$ cat src/rtl/mdu_pkg.sv
// mdu_pkg: shared encodings and helpers for the multiply/divide unit
package mdu_pkg;
   localparam int MDU_MAX_W = 128;
   typedef enum logic [1:0] {
      MDU_MULT = 2'b00,
      MDU_DIV  = 2'b01,
      MDU_MTHI = 2'b10,
      MDU_MTLO = 2'b11
   } mdu_op_t;
   typedef enum logic [1:0] {S_IDLE, S_RUN, S_FIX} mdu_state_t;
   // Callers zero-extend the operand and truncate the result back to their width.
   function automatic logic [MDU_MAX_W-1:0] twos_mag(input logic [MDU_MAX_W-1:0] x, input logic neg);
      return neg ? -x : x;
   endfunction
endpackage

$ cat src/rtl/mdu_step.sv
// mdu_step: one shift-add multiply or restoring-divide iteration
module mdu_step #(
   parameter int WIDTH = 32
) (
   input  logic               mode,
   input  logic [2*WIDTH:0]   acc,
   input  logic [WIDTH-1:0]   operand,
   output logic [2*WIDTH:0]   next_acc,
   output logic               qbit
);
   logic [WIDTH:0]   sum, trial;
   logic [2*WIDTH:0] shl, add;
   always_comb begin
      sum      = acc[2*WIDTH:WIDTH] + (acc[0] ? {1'b0, operand} : '0);
      add      = {sum, acc[WIDTH-1:0]} >> 1;
      shl      = acc << 1;
      qbit     = mode && (shl[2*WIDTH:WIDTH] >= {1'b0, operand});
      trial    = shl[2*WIDTH:WIDTH] - {1'b0, operand};
      // quotient bit is left clear here and merged in by the caller
      next_acc = mode ? {qbit ? trial : shl[2*WIDTH:WIDTH], shl[WIDTH-1:0]} : add;
   end
endmodule

$ cat src/rtl/mult_div_unit.sv
// mult_div_unit: iterative signed/unsigned multiply/divide with HI/LO registers
module mult_div_unit
   import mdu_pkg::*;
#(
   parameter int WIDTH = 32,
   parameter int CNT_W = $clog2(WIDTH+1)
) (
   input  logic             clock,
   input  logic             reset,
   input  logic             start,
   input  logic [1:0]       op,
   input  logic             unsig,
   input  logic [WIDTH-1:0] a,
   input  logic [WIDTH-1:0] b,
   output logic             busy,
   output logic             done,
   output logic             div_by_zero,
   output logic [WIDTH-1:0] hi,
   output logic [WIDTH-1:0] lo
);
   mdu_state_t         state;
   logic [CNT_W-1:0]   cnt;
   logic [2*WIDTH:0]   acc, step_acc;
   logic [WIDTH-1:0]   opnd, a_orig, mag_a, mag_b, quot, rem;
   logic [2*WIDTH-1:0] raw, prod;
   logic               is_div, neg_p, neg_r, qbit;

   assign mag_a = WIDTH'(twos_mag(MDU_MAX_W'(a), !unsig && a[WIDTH-1]));
   assign mag_b = WIDTH'(twos_mag(MDU_MAX_W'(b), !unsig && b[WIDTH-1]));
   assign raw   = acc[2*WIDTH-1:0];
   assign prod  = neg_p ? -raw : raw;
   assign quot  = neg_p ? -raw[WIDTH-1:0] : raw[WIDTH-1:0];
   assign rem   = neg_r ? -raw[2*WIDTH-1:WIDTH] : raw[2*WIDTH-1:WIDTH];
   assign busy  = state != S_IDLE;

   mdu_step #(.WIDTH(WIDTH)) u_step (
      .mode     (is_div),
      .acc      (acc),
      .operand  (opnd),
      .next_acc (step_acc),
      .qbit     (qbit)
   );

   always_ff @(posedge clock) begin
      if (reset) begin
         state       <= S_IDLE;
         cnt         <= '0;
         acc         <= '0;
         opnd        <= '0;
         a_orig      <= '0;
         is_div      <= 1'b0;
         neg_p       <= 1'b0;
         neg_r       <= 1'b0;
         done        <= 1'b0;
         div_by_zero <= 1'b0;
         hi          <= '0;
         lo          <= '0;
      end else begin
         done <= 1'b0;
         case (state)
            S_IDLE: if (start) begin
               if (op == MDU_MTHI) begin
                  hi   <= a;
                  done <= !done;
               end else if (op == MDU_MTLO) begin
                  lo   <= a;
                  done <= !done;
               end else begin
                  is_div      <= op == MDU_DIV;
                  neg_p       <= !unsig && (a[WIDTH-1] ^ b[WIDTH-1]);
                  neg_r       <= !unsig && a[WIDTH-1];
                  a_orig      <= a;
                  opnd        <= (op == MDU_DIV) ? mag_b : mag_a;
                  acc         <= {{(WIDTH+1){1'b0}}, (op == MDU_DIV) ? mag_a : mag_b};
                  cnt         <= CNT_W'(WIDTH);
                  div_by_zero <= 1'b0;
                  state       <= S_RUN;
               end
            end
            S_RUN: if (cnt == '0) state <= S_FIX;
            else begin
               acc <= step_acc | {{(2*WIDTH){1'b0}}, qbit};
               cnt <= cnt - 1'b1;
            end
            S_FIX: begin
               state <= S_IDLE;
               done  <= 1'b1;
               if (!is_div) {hi, lo} <= prod;
               else if (opnd == '0) begin
                  div_by_zero <= 1'b1;
                  hi          <= a_orig;
                  lo          <= '1;
               end else begin
                  hi <= rem;
                  lo <= quot;
               end
            end
            default: state <= S_IDLE;
         endcase
      end
   end
endmodule

$ cat config.mk
export PLATFORM = sky130hd
export DESIGN_NAME = mult_div_unit
export DESIGN_NICKNAME = d
export VERILOG_FILES = /design/src/rtl/mdu_pkg.sv /design/src/rtl/mdu_step.sv /design/src/rtl/mult_div_unit.sv
export SDC_FILE = /design/constraint.sdc
export NUM_CORES = 1
export LEC_CHECK = 0
export CAP_MARGIN = 20
export CORE_MARGIN = 5
export CORE_UTILIZATION = 49
export DETAILED_ROUTE_END_ITERATION = 10
export PLACE_DENSITY = 0.69
export SLEW_MARGIN = 20
export SYNTH_ARGS = -nofsm -noshare
export SYNTH_HDL_FRONTEND = slang
export SYNTH_SLANG_ARGS = --single-unit
$ cat constraint.sdc
create_clock -name clock -period 3.9 [get_ports clock]
set_clock_uncertainty 0.15 [all_clocks]
set_input_delay 0.585 -clock clock [delete_from_list [all_inputs] [get_ports clock]]
set_output_delay 0.585 -clock clock [all_outputs]
set_load 0.02 [all_outputs]
==> flow_summary.json, run 1 <==
{
  "yosysTopAreaCellShare_pct": 24.3,
  "switchingPower_w": 0.00251,
  "synth_top_family_by_area": "compound AO/OA/AOI/OAI gates",
  "holdWs_ps": 152,
  "maxCapViolCount": 0,
  "root_buffer": "clkbuf_16",
  "yosys.area_share.simple_pct": 20.9,
  "avgViaCountPerCell": 6.32,
  "gp_congestion": 1.03,
  "synth-xor-area-share_pct": 10.6,
  "dp_hpwl_mm": 51.9,
  "grt_pass1_vias": 17833,
  "antenna_found_initial": 0,
  "dieArea_um2": 38400,
  "post_drt_wl_per_cell_um": 23.5,
  "power_frac_comb_pct": 31.4,
  "internal_power_w": 0.00455,
  "max_slew_margin_pct": 30.4,
  "start_kind": "flop",
  "worstMarginPinSlew_ps": 1040,
  "synthArstFlopShare_pct": 0,
  "diodes": 0,
  "firstDrtPassIters": 5,
  "hold_buffers": 0,
  "clk_latency_ps": 540,
  "synth.area.top_cells": "dfxtp_1 24%, xnor2_1 8.1%, a21oi_1 6.8%",
  "initialDrtViolationCount": 1635,
  "status": "finished clean",
  "clockBufferDepth": 3,
  "crit_path_end_kind": "flop",
  "hold_viol_final": 0,
  "synthCells": 2367,
  "area_growth_pct": 17.7,
  "tritoncts": "done",
  "ys_seq_area_share_pct": 24.3,
  "switching_share_pct": 35.6,
  "synth_mux_area_share_pct": 3.88,
  "most-common-layout-cells": "253 x nand2_1, 243 x nor2_1, 229 x a21oi_1",
  "p_leak_nw": 7.42,
  "io_pins": 137,
  "cts_max_level": 1,
  "grt_start_max_net_pins": 169,
  "ant_nets": 0,
  "yosysTopAreaCell": "dfxtp_1",
  "finalWirelength_mm": 68.7,
  "cts-resized-gates": 0,
  "tns_ps": 0,
  "ys_warn_count": 0,
  "numCtsBuffers": 25,
  "syn-num-nets": 2509,
  "drive_above_1_share_pct": 8.41,
  "fin_crit_sh_pct": 93.7,
  "synth_ff_type": "dfxtp_1",
  "synth-seq-cells": 206,
  "cts_setup_buffers": 0,
  "grt_overflow_total": 0,
  "required_ps": 4160,
  "ys_types": 84,
  "synth_edf_count": 0,
  "core_area_um2": 34400,
  "die_x_um": 196,
  "cts_sinks": 206,
  "initial_core_util_pct": 49.4,
  "synth_compound_area_share_pct": 28.7,
  "syn-cell-area_um2": 17000,
  "clock_power_share_pct": 34.3,
  "power.density_nw_per_um2": 354,
  "vdd_drop_max_v": 0.000306,
  "port_buffers": 136,
  "grt_setup_unrepaired": "false",
  "setup_violations": 0,
  "synthAdderAreaFrac_pct": 5.40,
  "worstSetupPathType": "reg -> reg",
  "slew_violations": 0,
  "finalCriticalPeriod_ps": 3650,
  "grt_use_total_pct": 34.0,
  "drc": 0,
  "dr_total_vias": 18506,
  "critPathMaxFanout": 9,
  "max_freq_ghz": 0.274,
  "seq_power_share_pct": 34.3,
  "row_count": 68,
  "final_common_cell": "nand2_1",
  "clk_pin_slew_ps": 60,
  "cp.arrival_ps": 3910,
  "min_path_type": "in -> reg",
  "grt_pass1_wl_mm": 104,
  "die_h_um": 196,
  "syn_area_per_cell_um2": 7.17,
  "num-nets-final": 2597
}
synth_stat cells (all sizes together) (9+ instances only):
master,number
a211oi,52
a21o,24
a21oi,230
a221o,9
a221oi,11
a22oi,15
a311oi,14
a31oi,20
and3,12
buf,25
clkbuf,174
dfxtp,206
ha,70
inv,76
mux2i,62
nand2,253
nand2b,24
nand3,35
nand4,16
nor2,246
nor2b,12
nor3,76
nor4,30
o211ai,59
o21a,10
o21ai,204
o21bai,14
o221ai,31
o22ai,9
o31ai,20
o41ai,14
or2,13
or3,18
or4,9
xnor2,157
xor2,48
logic make-up after synthesis:
family                   Yosys count
multiplexers                      65
flip-flops                       206
adder cells (fa/ha/maj)           72
buffers and inverters            275
AND/OR/NAND/NOR                  773
AO/OA/AOI/OAI                    771
XOR/XNOR                         205
registers in the layout (all words and copies together) (netlist names):
signal and cells:
done 1, neg_r 1, state 2, lo 32, acc 65, neg_p 1, cnt 6, opnd 32
hi 32, is_div 1, div_by_zero 1, a_orig 32
cell type report:
class,instances,area (um^2)
clock inverter,10,135
timing repair buffer,260,2340
multi-input combinational,1886,11800
clock buffer,35,693
inverter,76,285
fill,3297,14400
tap,455,569
sequential,206,4130
final timing paths:
check	depth (start not counted)	slack, ps	to	startpoint
hold / removal	2	150	opnd[31]	reset
setup / recovery	16	250	acc[57]	acc[0]
hold reg to reg	2	300	lo[9]	lo[9]
setup reg to reg	16	250	acc[57]	acc[0]
metrics by stage:
stage | worst slack [ps] | util [%] | area (um^2) | cells | total power, W
after detailed placement | 192 | 55.7 | 19100 | 2883 | 0.00463
after global routing | 106 | 58.1 | 20000 | 2928 | 0.00734
after global placement | 231 | 55.7 | 19100 | 2883 | 0.00461
after floorplan | 532 | - | 17000 | 2367 | 0.00379
after CTS | 356 | 58.1 | 20000 | 2928 | 0.00704
final | 246 | 58.1 | 20000 | 2928 | 0.00706
critical path, stage by stage (launching register included):
cell      delay, ps
dfxtp_1         330
buf_4           180
and2_1          140
ha_1            190
inv_1            70
fa_1            370
nand2b_1        190
a21oi_1         230
a41oi_1         180
o21ai_0         290
buf_4           190
a21o_1          200
buf_4           180
a21o_1          120
a21oi_1          70
xnor2_1         140
a221o_1         290
power by group through the flow:
stage / combinational (W) / sequential (W) / clock [W]
6_report: 0.00222 / 0.00242 / 0.00242
5_1_grt: 0.00238 / 0.00244 / 0.00252
4_1_cts: 0.00218 / 0.00242 / 0.00245
3_5_place_dp: 0.00217 / 0.00246 / 0
3_3_place_gp: 0.00215 / 0.00245 / 0
2_1_floorplan: 0.00133 / 0.00246 / 0
layer usage:
metal  GRT usage, %  share of wire, %  vias to the layer above
met2           55.7                46                      821
li1               -                 -                     8676
met3           5.03               7.7                      229
met4           17.1               6.1                        0
met1           43.7                41                     8780
met5              0                 0                        -
(Power assumes the default switching activity.)
==> run 2: changes to the inputs <==
--- a/config.mk
+++ b/config.mk
@@ -13,4 +13,5 @@
 export SLEW_MARGIN = 20
 export SYNTH_ARGS = -nofsm -noshare
 export SYNTH_HDL_FRONTEND = slang
+export SYNTH_HIERARCHICAL = 1
 export SYNTH_SLANG_ARGS = --single-unit
==> constraint.sdc (replaced) <==
create_clock -name clock -period 4.7 [get_ports clock]
set_clock_uncertainty 0.15 [all_clocks]
set_input_delay 0.705 -clock clock [delete_from_list [all_inputs] [get_ports clock]]
set_output_delay 0.705 -clock clock [all_outputs]
set_load 0.02 [all_outputs]
==> run 2 against run 1 <==
Effect of this change: design area increased by 0.14%; worst setup slack improved by 400 ps; sequential power decreased by 8%; global-route usage decreased by 0.17 points; synthesized cell count increased by 0.34%; non-clock buffer count decreased by 49; critical path type unchanged; highest routed layer is now met5.
==> flow_summary.json, run 2 <==
{
  "tns_ps": 0,
  "grt_use_total_pct": 33.8,
  "min_path_type": "in -> reg",
  "status": "finished clean",
  "use_met2_pct": 53.0,
  "setup_violations": 0,
  "numCtsBuffers": 27,
  "tritoncts": "done",
  "ys_warn_count": 6,
  "start_kind": "flop",
  "hold_buffers": 0,
  "max_freq_ghz": 0.247,
  "firstDrtPassIters": 6,
  "grt_pass1_vias": 17846,
  "vdd_drop_max_v": 0.000290,
  "grt_pass1_wl_mm": 105,
  "ys_types": 92,
  "hold_viol_final": 0,
  "drc": 0,
  "clockBufferDepth": 3,
  "met1_usage_pct": 43.5,
  "cp.arrival_ps": 4400,
  "initial_core_util_pct": 49.8,
  "port_buffers": 136,
  "syn-cell-area_um2": 17200,
  "startpoint": "acc[0]",
  "slew_violations": 0,
  "dr_total_vias": 18870,
  "worstSetupPathType": "reg -> reg",
  "yosysTopAreaCellShare_pct": 23.9,
  "drive_above_1_share_pct": 7.94,
  "avgViaCountPerCell": 6.48,
  "maxCapViolCount": 0,
  "io_pins": 137,
  "root_buffer": "clkbuf_16",
  "largest_register_ffs": 65,
  "die_x_um": 198,
  "post_drt_wl_per_cell_um": 23.6,
  "p_leak_nw": 7.59,
  "synth_edf_count": 0,
  "clk_latency_ps": 570,
  "synthCells": 2375,
  "grt_overflow_total": 0,
  "cts_setup_buffers": 0,
  "worstMarginPinSlew_ps": 971,
  "synth_ff_type": "dfxtp_1",
  "cts_max_level": 1,
  "area_growth_pct": 16.0,
  "core_area_um2": 34600,
  "synth_common_cells": "318 x nand2_1, 301 x a21oi_1, 206 x dfxtp_1",
  "finalWirelength_mm": 68.8,
  "gp_congestion": 0.968,
  "clk_pin_slew_ps": 60,
  "initialDrtViolationCount": 2145,
  "crit_path_end_kind": "flop",
  "num-nets-final": 2578,
  "rrSetupSlack_ps": 650,
  "max_slew_margin_pct": 35.3,
  "yosysTopAreaCell": "dfxtp_1",
  "power.density_nw_per_um2": 375,
  "synth-seq-cells": 206,
  "syn_area_per_cell_um2": 7.26,
  "grt-busiest-layer": "met2",
  "grt_start_max_net_pins": 85,
  "yosysMostFrequentCell": "nand2_1",
  "most-common-layout-cells": "317 x nand2_1, 299 x a21oi_1, 204 x dfxtp_1",
  "cts-resized-gates": 0,
  "grt_setup_unrepaired": "false",
  "gr-usage-met3_pct": 6.99,
  "critPathMaxFanout": 14,
  "fin_crit_sh_pct": 86.2,
  "required_ps": 5050,
  "fillers": 3279,
  "fin_util_pct": 57.8,
  "finalCriticalPeriod_ps": 4050,
  "synth.area.top_cells": "dfxtp_1 24%, a21oi_1 8.7%, nand2_1 6.9%",
  "rr_startpoint": "acc[0]",
  "syn-num-nets": 2517,
  "dp_hpwl_mm": 50.7,
  "dieArea_um2": 39000,
  "ant_nets": 0,
  "synthArstFlopShare_pct": 0,
  "row_count": 68,
  "largest-register": "acc",
  "die_h_um": 198,
  "min_from": "reset",
  "ys_seq_area_share_pct": 23.9,
  "cts_sinks": 206,
  "final_common_cell": "nand2_1",
  "antenna_found_initial": 2
}
-- run 2: cell types whose count changed after synthesis, moves of 30 or more --
| cell | delta |
|---|---|
| o21ai_0 | -86 |
| a21oi_1 | +72 |
| nand2_1 | +65 |
| nor2_1 | -59 |
| xnor2_1 | -58 |
| xor2_1 | +43 |
| mux2i_1 | -40 |
| nor3_1 | -34 |
| and2_1 | +30 |
-- run 2: critical path, stage by stage, from the launching register on --
cell	delay, ps
dfxtp_1	440
and2_1	210
ha_1	200
fa_1	420
a211oi_1	270
o211ai_1	170
a211oi_1	520
o21ai_1	210
a311oi_1	610
o21ai_1	150
a21oi_1	200
xnor2_1	130
o21a_1	120
nand2_1	40
a21oi_1	140
-- run 2: worst paths after layout --
check             depth (start not counted)    endpoint
setup / recovery                         14     acc[63]
hold / removal                            2     opnd[0]
hold reg to reg                           2  a_orig[13]
setup reg to reg                         14     acc[63]
-- run 2: logic make-up after synthesis --
logic type      Yosys count  synth area share, %
compound gates          791                 29.7
simple gates            817                 22.5
xor+xnor                190                 9.66
fa+ha+maj                72                 5.31
buf+inv                 246                 5.52
mux                      53                 3.30
flops                   206                 23.9
-- run 2: metal layers --
layer	up-vias	routed length [um]
met4	4	4590
met5	-	31
met3	237	6570
li1	8776	-
met1	8826	27100
met2	1027	30500
-- run 2: stage by stage --
stage               total power, W  cells  setup slack (ps)  instance area, um^2  hold slack (ps)
floorplan                  0.00427   2375              1380                17200              283
global placement           0.00524   2862               680                19100              289
detailed placement         0.00526   2862               621                19100              294
CTS                        0.00745   2911               736                20000              232
global route               0.00786   2911               405                20000              260
finish                     0.00751   2914               650                20000              243
-- run 2: cell type report --
cell class / instances / area (um^2) / area share (%)
clock inverter: 13 / 193 / 0.964
clock buffer: 36 / 729 / 3.65
timing repair buffer: 211 / 1920 / 9.59
tap: 455 / 569 / 2.85
antenna: 3 / 7.51 / 0.0375
inverter: 67 / 251 / 1.26
multi-input combinational: 1923 / 12200 / 61.0
sequential: 206 / 4130 / 20.6
-- run 2: report_power, final --
group	internal, W	leakage, nW	switching (W)	total (W)
Clock	0.00131	0.442	0.000867	0.00218
Sequential	0.00193	1.68	0.000298	0.00223
Combinational	0.00114	5.47	0.00195	0.00309
Total	0.00439	7.59	0.00312	0.00751
==> run 3: changes to the inputs <==
--- a/config.mk
+++ b/config.mk
@@ -8,6 +8,7 @@
 export CAP_MARGIN = 20
 export CORE_MARGIN = 5
 export CORE_UTILIZATION = 49
+export CTS_CLUSTER_DIAMETER = 60
 export DETAILED_ROUTE_END_ITERATION = 10
 export PLACE_DENSITY = 0.69
 export SLEW_MARGIN = 20
==> constraint.sdc (replaced) <==
create_clock -name clock -period 4.16 [get_ports clock]
set_clock_uncertainty 0.15 [all_clocks]
set_input_delay 0.624 -clock clock [delete_from_list [all_inputs] [get_ports clock]]
set_output_delay 0.624 -clock clock [all_outputs]
set_load 0.02 [all_outputs]
==> run 3 against run 2 <==
Effect of this change: worst setup slack worse by 390 ps; sequential share of layout area down 0.37 points; die area unchanged; register-to-register slack worse by 390 ps; core utilization up 1.1 points; first-iteration DRC count up 2.4%; critical endpoint is now acc[60]; largest power group unchanged; highest routed layer unchanged.
==> flow_summary.json, run 3 (synthesis gave the netlist of run 2 again) <==
{
  "drc": 0,
  "power.density_nw_per_um2": 421,
  "crit_path_end_kind": "flop",
  "worstPathCellList": "buf_4 > and2_1 > ha_1 > a21oi_1 > nand2_1 > o21bai_1 > a21oi_1 > o211a_1 > o31ai_1 > a311oi_1 > xnor2_1 > a2bb2oi_1 > nand2_1 > a21oi_1",
  "required_ps": 4520,
  "io_pins": 137,
  "critical_path.most_common_cell": "a21oi_1",
  "tns_ps": 0,
  "firstDrtPassIters": 6,
  "numCtsBuffers": 29,
  "area_growth_pct": 18.2,
  "stdcell_area_um2": 20400,
  "avgViaCountPerCell": 6.52,
  "cp.arrival_ps": 4260,
  "max_slew_margin_pct": 33.9,
  "cts-resized-gates": 0,
  "ant_nets": 0,
  "worstMarginPinSlew_ps": 988,
  "slew_violations": 0,
  "gp_congestion": 1.01,
  "maxCapViolCount": 0,
  "cts_max_level": 1,
  "dp_cells": 2908,
  "ff_latch_area_um2": 4130,
  "initial_core_util_pct": 49.8,
  "root_buffer": "clkbuf_16",
  "start_kind": "flop",
  "tritoncts": "done",
  "fillers": 3295,
  "grt_use_total_pct": 34.9,
  "port_buffers": 136,
  "slowest_delay_ps": 500,
  "cts_sinks": 206,
  "internal_power_w": 0.00496,
  "status": "finished clean",
  "switchingPower_w": 0.00362,
  "cts_setup_buffers": 0,
  "die_h_um": 198,
  "grt_pass1_vias": 18203,
  "hold_viol_final": 0,
  "clk_pin_slew_ps": 60,
  "setup_violations": 0,
  "dp_hpwl_mm": 52.7,
  "power_frac_comb_pct": 42.6,
  "most-common-layout-cells": "317 x nand2_1, 299 x a21oi_1, 204 x dfxtp_1",
  "grt_setup_unrepaired": "false",
  "seq_power_share_pct": 28.7,
  "multiInputGateArea_um2": 12200,
  "grt_start_max_net_pins": 73,
  "drive_above_1_share_pct": 9.90,
  "clockBufferDepth": 3,
  "switching_share_pct": 42.2,
  "crit_slowest_cell": "dfxtp_1",
  "grt_pass1_wl_mm": 108,
  "row_count": 68,
  "clk_latency_ps": 590,
  "die_x_um": 198,
  "postPlaceCellArea_um2": 19400,
  "p_leak_nw": 7.85,
  "fin_util_pct": 58.8,
  "finalCriticalPeriod_ps": 3900,
  "fin_crit_sh_pct": 93.9,
  "finalNonFillerCells": 2962,
  "dr_total_vias": 19308,
  "largest-register": "acc",
  "antenna_found_initial": 4,
  "vdd_drop_max_v": 0.000337,
  "largest_register_ffs": 65,
  "hold_buffers": 0,
  "max_freq_ghz": 0.256,
  "dieArea_um2": 39000,
  "num-nets-final": 2626,
  "finalWirelength_mm": 71.2,
  "core_area_um2": 34600,
  "worstSetupPathType": "reg -> reg",
  "min_path_type": "reg -> reg",
  "post_drt_wl_per_cell_um": 24.0,
  "grt_overflow_total": 0,
  "initialDrtViolationCount": 2197,
  "critPathMaxFanout": 27,
  "final_common_cell": "nand2_1",
  "clock_power_share_pct": 28.7
}
run 3: changes by cell type in the layout (fill, tap and decap cells not counted), moves of 3 or more:
cell,previous run,this run
clkinv_4,4,1
inv_6,2,6
buf_4,76,121
clkbuf_8,2,7
clkbuf_1,7,3
bufinv_16,4,0
run 3: final timing paths:
check / startpoint / end / slack (ps) / cells after the start
worst max register to register: acc[0] / acc[60] / 260 / 14
worst min register to register: a_orig[10] / a_orig[10] / 300 / 2
worst max-delay path: acc[0] / acc[60] / 260 / 14
worst min-delay path: a_orig[10] / a_orig[10] / 300 / 2
run 3: cell type report:
| class | instances | area share (%) |
|---|---|---|
| inverters | 67 | 1.23 |
| repair buffers | 257 | 11.2 |
| flip-flops and latches | 206 | 20.3 |
| well taps | 455 | 2.80 |
| diodes | 2 | 0.0246 |
| clock inverters | 13 | 0.534 |
| multi-input cells | 1923 | 59.9 |
| clock buffers | 39 | 4.09 |
run 3: power by group through the flow:
stage               registers, W  logic (W)  clock network, W
finish                   0.00246    0.00366           0.00246
floorplan                0.00244    0.00238                 0
CTS                      0.00245    0.00357           0.00249
global route             0.00248    0.00392           0.00257
global placement         0.00249    0.00350                 0
detailed placement       0.00249    0.00355                 0
run 3: stage by stage:
stage                     power (W)  setup WS [ps]  hold slack, ps
after floorplan             0.00483            840             283
after global placement      0.00599            292             289
after detailed placement    0.00604            241             295
after CTS                   0.00851            371             304
after global routing        0.00898            147             322
final                       0.00858            256             303
run 3: metal layers:
metal	GRT usage [%]	up-vias	share of wire, %
li1	-	8861	-
met3	7.10	256	10
met4	18.9	2	6.6
met2	54.7	1128	44
met5	0	-	0.020
met1	45.1	9061	39
run 3: worst max-delay path: cells and delay by family, from the launching register on:
family | cells | cell delay, ps
flip-flops | 1 | 500
AO/OA/AOI/OAI | 8 | 2060
adder cells (fa/ha/maj) | 1 | 290
buffers and inverters | 1 | 340
AND/OR/NAND/NOR | 3 | 310
XOR/XNOR | 1 | 170
